$ cat config.mk
export PLATFORM = sky130hd
export DESIGN_NAME = jt12_pcm_feeder_flat
export DESIGN_NICKNAME = d
export VERILOG_FILES = /design/src/rtl/jt12_pcm_feeder_if.sv /design/src/rtl/jt12_pcm_feeder.sv /design/src/flat_wrapper.sv
export SDC_FILE = /design/constraint.sdc
export NUM_CORES = 1
export LEC_CHECK = 0
export ABC_AREA = 1
export BUFFER_PORTS_ARGS = -buffer_cell sky130_fd_sc_hd__buf_2
export CORE_UTILIZATION = 60
export CTS_CLUSTER_DIAMETER = 120
export CTS_CLUSTER_SIZE = 28
export DETAILED_ROUTE_END_ITERATION = 8
export PLACE_DENSITY = 0.78
export RECOVER_POWER = 25
export SLEW_MARGIN = 10
export SYNTH_ARGS = -nofsm -noshare
export SYNTH_HDL_FRONTEND = slang
export SYNTH_SLANG_ARGS = --single-unit
export TNS_END_PERCENT = 50
$ cat constraint.sdc
create_clock -name clk -period 3.39 [get_ports clk]
set_input_delay 0.5085 -clock clk [delete_from_list [all_inputs] [get_ports clk]]
set_output_delay 0.5085 -clock clk [all_outputs]
set_load 0.02 [all_outputs]
$ cat src/rtl/jt12_pcm_feeder_if.sv
// Bus between the CPU/register side and the PCM feeder: sample pushes, pacing control and strobe outputs.
interface jt12_pcm_feeder_if #(
  parameter int DW   = 9,
  parameter int AW   = 4,
  parameter int PERW = 8
);
  logic            cen55;
  logic            clr;
  logic            enable;
  logic [PERW-1:0] period;
  logic            din_we;
  logic [DW-1:0]   din;
  logic            full;
  logic            empty;
  logic [AW:0]     level;
  logic            overflow;
  logic            underrun;
  logic            pcm_wr;
  logic [DW-1:0]   pcmout;

  modport master (
    output cen55, clr, enable, period, din_we, din,
    input  full, empty, level, overflow, underrun, pcm_wr, pcmout
  );

  modport slave (
    input  cen55, clr, enable, period, din_we, din,
    output full, empty, level, overflow, underrun, pcm_wr, pcmout
  );
endinterface

$ cat src/rtl/jt12_pcm_feeder.sv
// PCM sample feeder: FIFO of CPU-written samples replayed to the interpolator every `period` cen55 ticks,
// each sample followed by one setup clock and a WRLEN-clock pcm_wr strobe.
module jt12_pcm_feeder #(
  parameter int DW    = 9,
  parameter int AW    = 4,
  parameter int PERW  = 8,
  parameter int WRLEN = 4
) (
  input  logic               clk,
  input  logic               rst,
  jt12_pcm_feeder_if.slave   bus
);
  localparam int DEPTH = 1 << AW;
  localparam int WCW   = (WRLEN > 1) ? $clog2(WRLEN) : 1;

  typedef enum logic [1:0] {IDLE, LOAD, STROBE} state_t;

  logic [DW-1:0]   r_mem [DEPTH];
  logic [AW-1:0]   r_wptr;
  logic [AW-1:0]   r_rptr;
  logic [AW:0]     r_level;
  logic            r_full;
  logic            r_empty;
  logic            r_overflow;
  logic            r_underrun;
  logic [DW-1:0]   r_pcmout;
  logic [PERW-1:0] r_cnt;
  logic [WCW-1:0]  r_wcnt;
  state_t          r_state;
  state_t          w_state_nxt;

  logic            w_run;
  logic            w_at_end;
  logic            w_tick;
  logic            w_push;
  logic            w_pop;
  logic            w_underrun;
  logic            w_pcm_wr;
  logic            w_strobe_last;
  logic [AW:0]     w_level_nxt;

  // >= rather than == so a period shortened mid-count fires on the very next cen55
  assign w_run         = bus.enable && (bus.period != '0);
  assign w_at_end      = (r_cnt >= (bus.period - PERW'(1)));
  assign w_tick        = bus.cen55 && w_run && !bus.clr && w_at_end;
  assign w_push        = bus.din_we && !r_full && !bus.clr;
  assign w_strobe_last = (r_wcnt == WCW'(WRLEN - 1));

  always_ff @(posedge clk or posedge rst) begin
    if (rst) begin
      r_cnt <= '0;
    end else if (bus.clr || !w_run) begin
      r_cnt <= '0;
    end else if (bus.cen55) begin
      r_cnt <= w_at_end ? '0 : r_cnt + PERW'(1);
    end
  end

  always_ff @(posedge clk or posedge rst) begin
    if (rst) r_state <= IDLE;
    else     r_state <= w_state_nxt;
  end

  always_comb begin
    w_state_nxt = r_state;
    if (bus.clr) begin
      w_state_nxt = IDLE;
    end else begin
      case (r_state)
        IDLE:    if (w_tick) w_state_nxt = LOAD;
        LOAD:    w_state_nxt = STROBE;
        STROBE:  if (w_strobe_last) w_state_nxt = IDLE;
        default: w_state_nxt = IDLE;
      endcase
    end
  end

  // Ticks outside IDLE are dropped; an empty FIFO still strobes, repeating the last sample
  always_comb begin
    w_pop      = 1'b0;
    w_underrun = 1'b0;
    w_pcm_wr   = 1'b0;
    case (r_state)
      IDLE: begin
        w_pop      = w_tick && !r_empty;
        w_underrun = w_tick && r_empty;
      end
      STROBE:  w_pcm_wr = 1'b1;
      default: ;
    endcase
  end

  always_ff @(posedge clk or posedge rst) begin
    if (rst)                                 r_wcnt <= '0;
    else if (r_state == STROBE && !bus.clr)  r_wcnt <= r_wcnt + WCW'(1);
    else                                     r_wcnt <= '0;
  end

  always_ff @(posedge clk) begin
    if (w_push) r_mem[r_wptr] <= bus.din;
  end

  always_comb begin
    w_level_nxt = r_level;
    case ({w_push, w_pop})
      2'b10:   w_level_nxt = r_level + (AW+1)'(1);
      2'b01:   w_level_nxt = r_level - (AW+1)'(1);
      default: w_level_nxt = r_level;
    endcase
  end

  always_ff @(posedge clk or posedge rst) begin
    if (rst) begin
      r_wptr  <= '0;
      r_rptr  <= '0;
      r_level <= '0;
      r_full  <= 1'b0;
      r_empty <= 1'b1;
    end else if (bus.clr) begin
      r_wptr  <= '0;
      r_rptr  <= '0;
      r_level <= '0;
      r_full  <= 1'b0;
      r_empty <= 1'b1;
    end else begin
      if (w_push) r_wptr <= r_wptr + AW'(1);
      if (w_pop)  r_rptr <= r_rptr + AW'(1);
      r_level <= w_level_nxt;
      r_full  <= (w_level_nxt == (AW+1)'(DEPTH));
      r_empty <= (w_level_nxt == '0);
    end
  end

  // clr deliberately leaves the held sample untouched
  always_ff @(posedge clk or posedge rst) begin
    if (rst) begin
      r_pcmout   <= '0;
      r_overflow <= 1'b0;
      r_underrun <= 1'b0;
    end else begin
      r_overflow <= bus.din_we && r_full && !bus.clr;
      r_underrun <= w_underrun;
      if (w_pop) r_pcmout <= r_mem[r_rptr];
    end
  end

  assign bus.full     = r_full;
  assign bus.empty    = r_empty;
  assign bus.level    = r_level;
  assign bus.overflow = r_overflow;
  assign bus.underrun = r_underrun;
  assign bus.pcm_wr   = w_pcm_wr;
  assign bus.pcmout   = r_pcmout;
endmodule

$ cat src/flat_wrapper.sv
// flat-port wrapper written by rule: the top's interface ports become plain ports
module jt12_pcm_feeder_flat 
#(
  parameter int DW    = 9,
  parameter int AW    = 4,
  parameter int PERW  = 8,
  parameter int WRLEN = 4
)
  (clk, rst, bus_cen55, bus_clr, bus_enable, bus_period, bus_din_we, bus_din, bus_full, bus_empty, bus_level, bus_overflow, bus_underrun, bus_pcm_wr, bus_pcmout);
  jt12_pcm_feeder_if #(.DW(DW), .AW(AW), .PERW(PERW)) bus_i ();
  input  logic clk;
  input  logic rst;
  input wire logic [$bits(bus_i.cen55)-1:0] bus_cen55;
  input wire logic [$bits(bus_i.clr)-1:0] bus_clr;
  input wire logic [$bits(bus_i.enable)-1:0] bus_enable;
  input wire logic [$bits(bus_i.period)-1:0] bus_period;
  input wire logic [$bits(bus_i.din_we)-1:0] bus_din_we;
  input wire logic [$bits(bus_i.din)-1:0] bus_din;
  output wire logic [$bits(bus_i.full)-1:0] bus_full;
  output wire logic [$bits(bus_i.empty)-1:0] bus_empty;
  output wire logic [$bits(bus_i.level)-1:0] bus_level;
  output wire logic [$bits(bus_i.overflow)-1:0] bus_overflow;
  output wire logic [$bits(bus_i.underrun)-1:0] bus_underrun;
  output wire logic [$bits(bus_i.pcm_wr)-1:0] bus_pcm_wr;
  output wire logic [$bits(bus_i.pcmout)-1:0] bus_pcmout;
  assign bus_i.cen55 = bus_cen55;
  assign bus_i.clr = bus_clr;
  assign bus_i.enable = bus_enable;
  assign bus_i.period = bus_period;
  assign bus_i.din_we = bus_din_we;
  assign bus_i.din = bus_din;
  assign bus_full = bus_i.full;
  assign bus_empty = bus_i.empty;
  assign bus_level = bus_i.level;
  assign bus_overflow = bus_i.overflow;
  assign bus_underrun = bus_i.underrun;
  assign bus_pcm_wr = bus_i.pcm_wr;
  assign bus_pcmout = bus_i.pcmout;
  jt12_pcm_feeder #(.DW(DW), .AW(AW), .PERW(PERW), .WRLEN(WRLEN)) u_core (.clk(clk), .rst(rst), .bus(bus_i));
endmodule
==> results of run 1 <==
layer usage:
layer  vias up  track usage [%]  wire, um
li1       2656                -         -
met1      2705             34.9      7220
met2       227             43.6      8780
met3        29             7.81      1260
met4         0             9.81       307
met5         -                0         0
logic make-up after synthesis:
logic type	Yosys count
XOR/XNOR	18
AO/OA/AOI/OAI	128
adder cells (fa/ha/maj)	22
multiplexers	1
buffers and inverters	145
flip-flops	182
AND/OR/NAND/NOR	253
worst max-delay path: cells and delay by family:
family          cells  cell delay (ns)
buf+inv             4             0.28
xor+xnor            2             0.39
compound gates      2             0.27
simple gates        9             0.96
fa+ha+maj           4             1.10
power groups by stage:
stage | combinational (mW) | clock [mW] | sequential, mW
6_report | 0.300 | 1.85 | 2.48
5_1_grt | 0.335 | 1.96 | 2.48
4_1_cts | 0.300 | 1.87 | 2.48
3_5_place_dp | 0.297 | 0 | 2.52
3_3_place_gp | 0.282 | 0 | 2.52
2_1_floorplan | 0.204 | 0 | 2.51
state kept, by name, summed over array words and instances, names as in the netlist, 2 cells and up:
signal / flops
u_core.r_state: 2
u_core.r_rptr: 4
u_core.r_cnt: 8
u_core.bus.pcmout: 9
u_core.r_mem: 144
u_core.r_wptr: 4
u_core.bus.level: 5
u_core.r_wcnt: 2
per-stage QoR:
step | cell area (um2) | setup TNS (ns) | hold WS (ns) | util, % | std cells
after global routing | 9170 | 0 | 0.308 | 69.0 | 990
after detailed placement | 8630 | -0.625 | 0.431 | 64.9 | 959
after global placement | 8630 | -0.0106 | 0.419 | 64.9 | 959
after CTS | 9170 | 0 | 0.304 | 69.0 | 990
after floorplan | 8190 | 0 | 0.409 | - | 749
final | 9170 | 0 | 0.310 | 69.0 | 990
area by class of cell:
class / count / area share [%]
multi-input combinational: 422 / 25.0
clock inverter: 11 / 1.20
timing repair buffer: 66 / 4.33
clock buffer: 20 / 4.76
tap: 176 / 2.40
inverter: 113 / 4.68
sequential: 182 / 57.6
path summary, 6_finish.rpt:
check	cells past startpoint	end	slack [ns]	from
worst max-delay path	21	u_core.bus.full$_DFF_PP0_	0.23	bus_period[1]
worst min-delay path	2	u_core.bus.pcmout[3]$_DFFE_PP0P_	0.31	rst
worst max register to register	17	u_core.bus.full$_DFF_PP0_	0.44	u_core.r_cnt[3]$_DFFE_PP0P_
worst min register to register	1	u_core.r_wcnt[0]$_DFF_PP0_	0.45	u_core.r_wcnt[0]$_DFF_PP0_
max in group asynchronous	3	u_core.r_state[1]$_DFFE_PP0P_	2.34	rst
min in group clk	3	u_core.bus.overflow$_DFF_PP0_	0.32	bus_din_we
Yosys cell counts (10+ instances only):
master	number	area, um2
ha_1	21	263
a21oi_1	41	205
inv_1	109	409
nor3_1	10	50.1
dfrtp_1	37	926
nand2_1	127	477
o211ai_1	38	285
nor2_1	36	135
buf_2	17	85.1
o21ai_0	43	215
edfxtp_1	144	4320
nand3_1	70	350
xor2_1	11	96.3
repair_timing:
item	in CTS	in global routing
endpoints found under the setup margin	0	1
hold buffers	0	0
resized for setup	0	1
buffers inserted	0	0
==> summary.txt, run 1 <==
Run status
  • Status: finished, final reports clean

Die
  • Core area: 13300 um2
  • Top-level I/O count: 42
  • Starting Density: 61.6%
  • Die ar.: 14100 um2
  • DIE HEIGHT: 119 um
  • Die width: 119 um
  • Placement Rows: 42

Global route
  • Vias in the first global route: 5497
  • Initial antenna violation count: 0
  • Largest net degree at the start of global routing: 95
  • Tot GR Track Use: 27.0%
  • GRT Residual Overflow: 0
  • Wire length of the first global-routing pass: 28.2 mm

Timing
  • Final Hold Fails: 0
  • Final Skew: 0.00601 ns
  • Fin crit period: 3.16 ns
  • Final Cycle Share: 93.4%
  • Setup WS post-layout: 0.225 ns
  • RSZ-0062 raised after global routing: false
  • Fmax achieved: 0.316 GHz
  • Final setup violation count: 0
  • Worst Max-Slew Pin Slew: 1.01 ns
  • Worst slew margin: 32.7%
  • Count of final max-slew check failures: 0

Routing
  • DRT iter0 DRCs: 473
  • DRC Markers: 0
  • WL per Instance: 17.7 um
  • DR vias: 5617
  • Vias per std cell: 5.67
  • Antenna Nets Post-Route: 0
  • Initial DRT Pass Iterations: 5
  • Final WL: 17.6 mm

Clock network
  • Num CTS Buffers: 17
  • # H-tree levels: 4
  • CTS sink count: 182
  • Worst skew pair latency: 0.43 ns
  • CTS tree: yes
  • CTS Buffer Depth: 2
  • Root buffer cell: clkbuf_16
  • Clock transition at the registers of the reported paths: 0.06 ns

Worst setup path
  • Critical path cell sequence: buf_2 > inv_1 > ha_1 > nand2_1 > nor3_2 > xor2_1 > inv_1 > ha_1 > nand2_1 > o21a_1 > nand2_1 > nand3_4 > clkinv_4 > ha_2 > fa_1 > xnor2_1 > nand2_1 > o21a_1 > nor2_1 > nand2_1 > nor2_1
  • Arrival @ worst endpoint: 3.52 ns
  • Nature of the critical path endpoint: flop
  • Crit path kind: input pin to flop
  • CP max stage cell: fa_1
  • Critical Path Fanout Max: 5
  • Critical Path RT: 3.74 ns
  • Critical Path Max Stage Delay: 0.44 ns
  • Most frequent CP cell: nand2_1
  • Startpoint Class: input pin

Power
  • Clock Power Share: 39.9%
  • Power per cell area: 505 nW/um2
  • Switching part of the total power: 22.1%
  • Sequential group share of total power: 53.6%
  • Lkg Pwr: 3.80 nW
  • Comb pwr share: 6.5%
  • Int Power: 3.60 mW
  • Total power draw: 4.63 mW
  • VDD IR max: 365 uV
  • Sw Pwr: 1.02 mW

Logic synthesis
  • Synth Area in XOR/XNOR: 1.93%
  • Ys Warns: 0
  • Synth Area in Simple Gates: 13.3%
  • Largest family of logic cells by synthesized area: simple AND/OR/NAND/NOR gates
  • Syn_nets: 794
  • Flops & latches, synth: 182
  • Post-synthesis mux area share: 0.122%
  • Syn avg cell area: 10.9 um2
  • Compound-Gate Fraction of Synth Area: 9.11%
  • Post-synthesis sequential area ratio: 64.4%
  • Ys async rst share: 20.9%
  • Synth unique cells: 36
  • Post-synth EDFFs: 144
  • Top FF cell, synth: edfxtp_1
  • Post-synthesis cell area: 8190 um2
  • Cells after synthesis: 749
  • Post-synthesis adder-cell area fraction: 3.45%

Final layout
  • Fill count: 922
  • Register area: 5280 um2
  • Number of diodes: 0
  • Layout Nets: 847
  • Share of layout cells above drive strength 1: 12.0%
  • Area delta synth->final: 12.0%
  • Area occupied by multi-input gates: 2300 um2
  • Most frequent cells in the layout: edfxtp_1, nand2_1, inv_1, nand3_1, o21ai_0
  • Most common cell after layout, fill and taps aside: edfxtp_1

Place
  • RD Place Congestion: 0.882
  • IO buf count: 41
  • Dpl ws: -0.210 ns
  • Dpl hpwl: 11.1 mm

Hold path
  • Worst min path class: input pin to async pin

Job
  • Maxcap violations: 0
Note: power is estimated with default switching activity, not from simulation.
==> run 2, diff against run 1 <==
--- a/config.mk
+++ b/config.mk
@@ -5,13 +5,12 @@
 export SDC_FILE = /design/constraint.sdc
 export NUM_CORES = 1
 export LEC_CHECK = 0
-export ABC_AREA = 1
 export BUFFER_PORTS_ARGS = -buffer_cell sky130_fd_sc_hd__buf_2
 export CORE_UTILIZATION = 60
 export CTS_CLUSTER_DIAMETER = 120
 export CTS_CLUSTER_SIZE = 28
 export DETAILED_ROUTE_END_ITERATION = 8
-export PLACE_DENSITY = 0.78
+export PLACE_DENSITY = 0.79
 export RECOVER_POWER = 25
 export SLEW_MARGIN = 10
 export SYNTH_ARGS = -nofsm -noshare
==> constraint.sdc (replaced) <==
create_clock -name clk -period 3.39 [get_ports clk]
set_input_delay 0.1695 -clock clk [delete_from_list [all_inputs] [get_ports clk]]
set_output_delay 0.1695 -clock clk [all_outputs]
set_load 0.02 [all_outputs]
==> summary.txt, run 2 <==
Place
  • Dpl hpwl: 9.79 mm
  • Placed insts: 686
  • RD Place Congestion: 0.775
  • IO buf count: 41

Die
  • Starting Density: 62.7%
  • DIE HEIGHT: 115 um
  • Die width: 115 um
  • Placement Rows: 40
  • Die ar.: 13300 um2
  • Core area: 12300 um2
  • Top-level I/O count: 42

Global route
  • Met1 usage: 32.4%
  • Vias in the first global route: 4424
  • Largest net degree at the start of global routing: 27
  • Wire length of the first global-routing pass: 24.0 mm
  • Tot GR Track Use: 25.6%
  • GRT busiest layer: met2
  • GR Util met3: 4.74%
  • GRT Residual Overflow: 0
  • Initial antenna violation count: 0
  • Met2 usage: 43.3%

Worst setup path
  • CP max stage cell: or4_4
  • Nature of the critical path endpoint: flop
  • Critical Path RT: 3.74 ns
  • Critical R2R Capture: u_core.bus.full$_DFF_PP0_
  • Critical Path Max Stage Delay: 0.55 ns
  • Worst Setup EP: u_core.bus.full$_DFF_PP0_
  • Crit path kind: input pin to flop
  • Arrival @ worst endpoint: 3.64 ns
  • R2r startpoint: u_core.r_cnt[1]$_DFFE_PP0P_
  • Critical path cell sequence: buf_6 > or4_4 > nor4_4 > xnor2_1 > ha_1 > nand3_2 > a2111oi_4 > nand3b_4 > inv_2 > ha_4 > ha_4 > a21o_1 > a21oi_2 > xor2_1 > or3_1 > a21o_1 > nor2b_1
  • Slack of the worst reg-to-reg path: 0.12 ns
  • Startpoint Class: input pin
  • Critical Path Fanout Max: 4
  • Worst-case reg-to-reg path depth: 14
  • Critical Path Source: bus_period[5]

Hold path
  • Worst min path class: input pin to flop

Routing
  • Final WL: 15.5 mm
  • DRC Markers: 0
  • DR vias: 4354
  • Antenna Nets Post-Route: 0
  • Vias per std cell: 6.04
  • WL per Instance: 21.5 um
  • Initial DRT Pass Iterations: 5
  • DRT iter0 DRCs: 366

Timing
  • Final Skew: 0.00957 ns
  • Fmax achieved: 0.304 GHz
  • Worst Max-Slew Pin Slew: 1.05 ns
  • Fin crit period: 3.29 ns
  • Final setup violation count: 0
  • Final Cycle Share: 97.0%
  • Worst slew margin: 29.4%
  • Count of final max-slew check failures: 0
  • Final Hold Fails: 0

Logic synthesis
  • Syn_nets: 505
  • Flops & latches, synth: 182
  • Synth area leader: edfxtp_1
  • Area fraction of the dominant cell type after synthesis: 56.2%
  • Cells after synthesis: 460
  • Top post-synthesis cells by area: edfxtp_1, dfrtp_1, mux4_2
  • Syn avg cell area: 16.7 um2
  • Most common cell in the netlist: edfxtp_1
  • Top FF cell, synth: edfxtp_1
  • Post-synthesis sequential area ratio: 68.6%
  • Ys Warns: 0
  • Synth unique cells: 48
  • Post-synth EDFFs: 144
  • Post-synthesis cell area: 7690 um2
  • Ys async rst share: 20.9%
  • Post-synth top cells: edfxtp_1, dfrtp_1, mux4_2

Final layout
  • Share of layout cells above drive strength 1: 28.4%
  • Top reg by flops: u_core.r_mem
  • Number of diodes: 0
  • Fin cells: 721
  • Layout Nets: 585
  • Most common cell after layout, fill and taps aside: edfxtp_1
  • Area delta synth->final: 16.5%
  • Largest register FFs: 144
  • Most frequent cells in the layout: edfxtp_1, buf_4, mux4_2, dfrtp_1, buf_2

Power
  • Lkg Pwr: 3.32 nW
  • VDD IR max: 497 uV
  • Total power draw: 4.55 mW
  • Power per cell area: 507 nW/um2

Job
  • Maxcap violations: 0

Clock network
  • Num CTS Buffers: 17
  • CTS tree: yes
  • Worst skew pair latency: 0.43 ns
  • CTS sink count: 182
  • CTS Buffer Depth: 2
  • Root buffer cell: clkbuf_16
  • Clock transition at the registers of the reported paths: 0.07 ns
  • # H-tree levels: 4

Run status
  • Status: finished, final reports clean
==> run 2: changes by cell type in the layout (fill, tap and decap cells not counted), moves of 7 or more <==
cell / previous run / this run
nand2_1: 127 / 29
buf_4: 24 / 38
a21oi_1: 41 / 5
a221oi_1: 0 / 7
inv_1: 109 / 16
o211ai_1: 38 / 1
nand3_1: 70 / 5
mux4_2: 0 / 36
o21ai_0: 43 / 22
==> run 2: worst min path at each step <==
stage          startpoint                             to  slack (ns)  cells past startpoint
2_1_floorplan  bus_din[0]   u_core.r_mem[0][0]$_DFFE_PP_        0.27                      0
3_3_place_gp          rst     u_core.r_wcnt[0]$_DFF_PP0_        0.37                      2
3_5_place_dp          rst     u_core.r_wcnt[1]$_DFF_PP0_        0.39                      2
4_1_cts        bus_din_we  u_core.bus.overflow$_DFF_PP0_       0.008                      2
5_1_grt        bus_din_we  u_core.bus.overflow$_DFF_PP0_        0.04                      2
6_report       bus_din_we  u_core.bus.overflow$_DFF_PP0_        0.03                      2
==> run 2: area by class of cell <==
cell class	instances	area, um2
clock buffer	18	429
clock inverter	14	149
fill	732	3300
inverter	17	63.8
multi-input combinational	242	2340
sequential	182	5280
tap	168	210
timing repair buffer	80	497
==> run 2: kinds of logic after synthesis <==
| logic type | after synthesis | synth area share, % |
|---|---|---|
| xor gates and xnor gates | 20 | 2.37 |
| DFF | 182 | 68.6 |
| AOI/OAI and AO/OA | 59 | 5.61 |
| adders and majority gates | 22 | 3.68 |
| buffers and inverters | 36 | 2.08 |
| muxes | 43 | 11.5 |
| and+or+nand+nor | 98 | 6.20 |
==> run 2: metrics by stage <==
stage	hold WS (ns)	TNS [ns]	setup slack (ns)	area [um2]	util, %
3_3_place_gp	0.373	-0.458	-0.175	8340	68.0
2_1_floorplan	0.268	-0.575	-0.216	7750	-
6_report	0.0282	0	0.102	8970	73.1
4_1_cts	0.00826	0	0.0487	8930	72.9
3_5_place_dp	0.389	-0.848	-0.291	8340	68.0
5_1_grt	0.0385	-0.00397	-0.00397	8970	73.1
==> run 2: timing repair <==
| action | 4_1_cts | 5_1_grt |
|---|---|---|
| setup endpoints to repair | 2 | 2 |
| hold endpoints to repair | 21 | 0 |
| gates cloned | 0 | 0 |
| gates resized for setup | 2 | 4 |
| buffers inserted | 0 | 2 |
| pin swaps | 0 | 5 |
| hold buffers | 1 | 0 |
==> run 2: critical path, delay by kind of cell <==
| kind | cells | cell delay [ns] |
|---|---|---|
| compound gates | 4 | 1.00 |
| xor+xnor | 2 | 0.20 |
| fa+ha+maj | 3 | 0.72 |
| buf+inv | 2 | 0.17 |
| simple gates | 6 | 1.38 |
==> run 2: layer usage <==
layer | wire [um] | part of all wire, % | vias up
met2 | 7990 | 51 | 182
met5 | 0 | 0 | -
li1 | - | - | 1931
met3 | 870 | 5.6 | 36
met4 | 423 | 2.7 | 0
met1 | 6240 | 40 | 2205
==> run 2: where the power goes <==
part / switching, mW / internal (mW)
Combinational: 0.110 / 0.0744
Clock: 0.827 / 1.09
Sequential: 0.0146 / 2.43
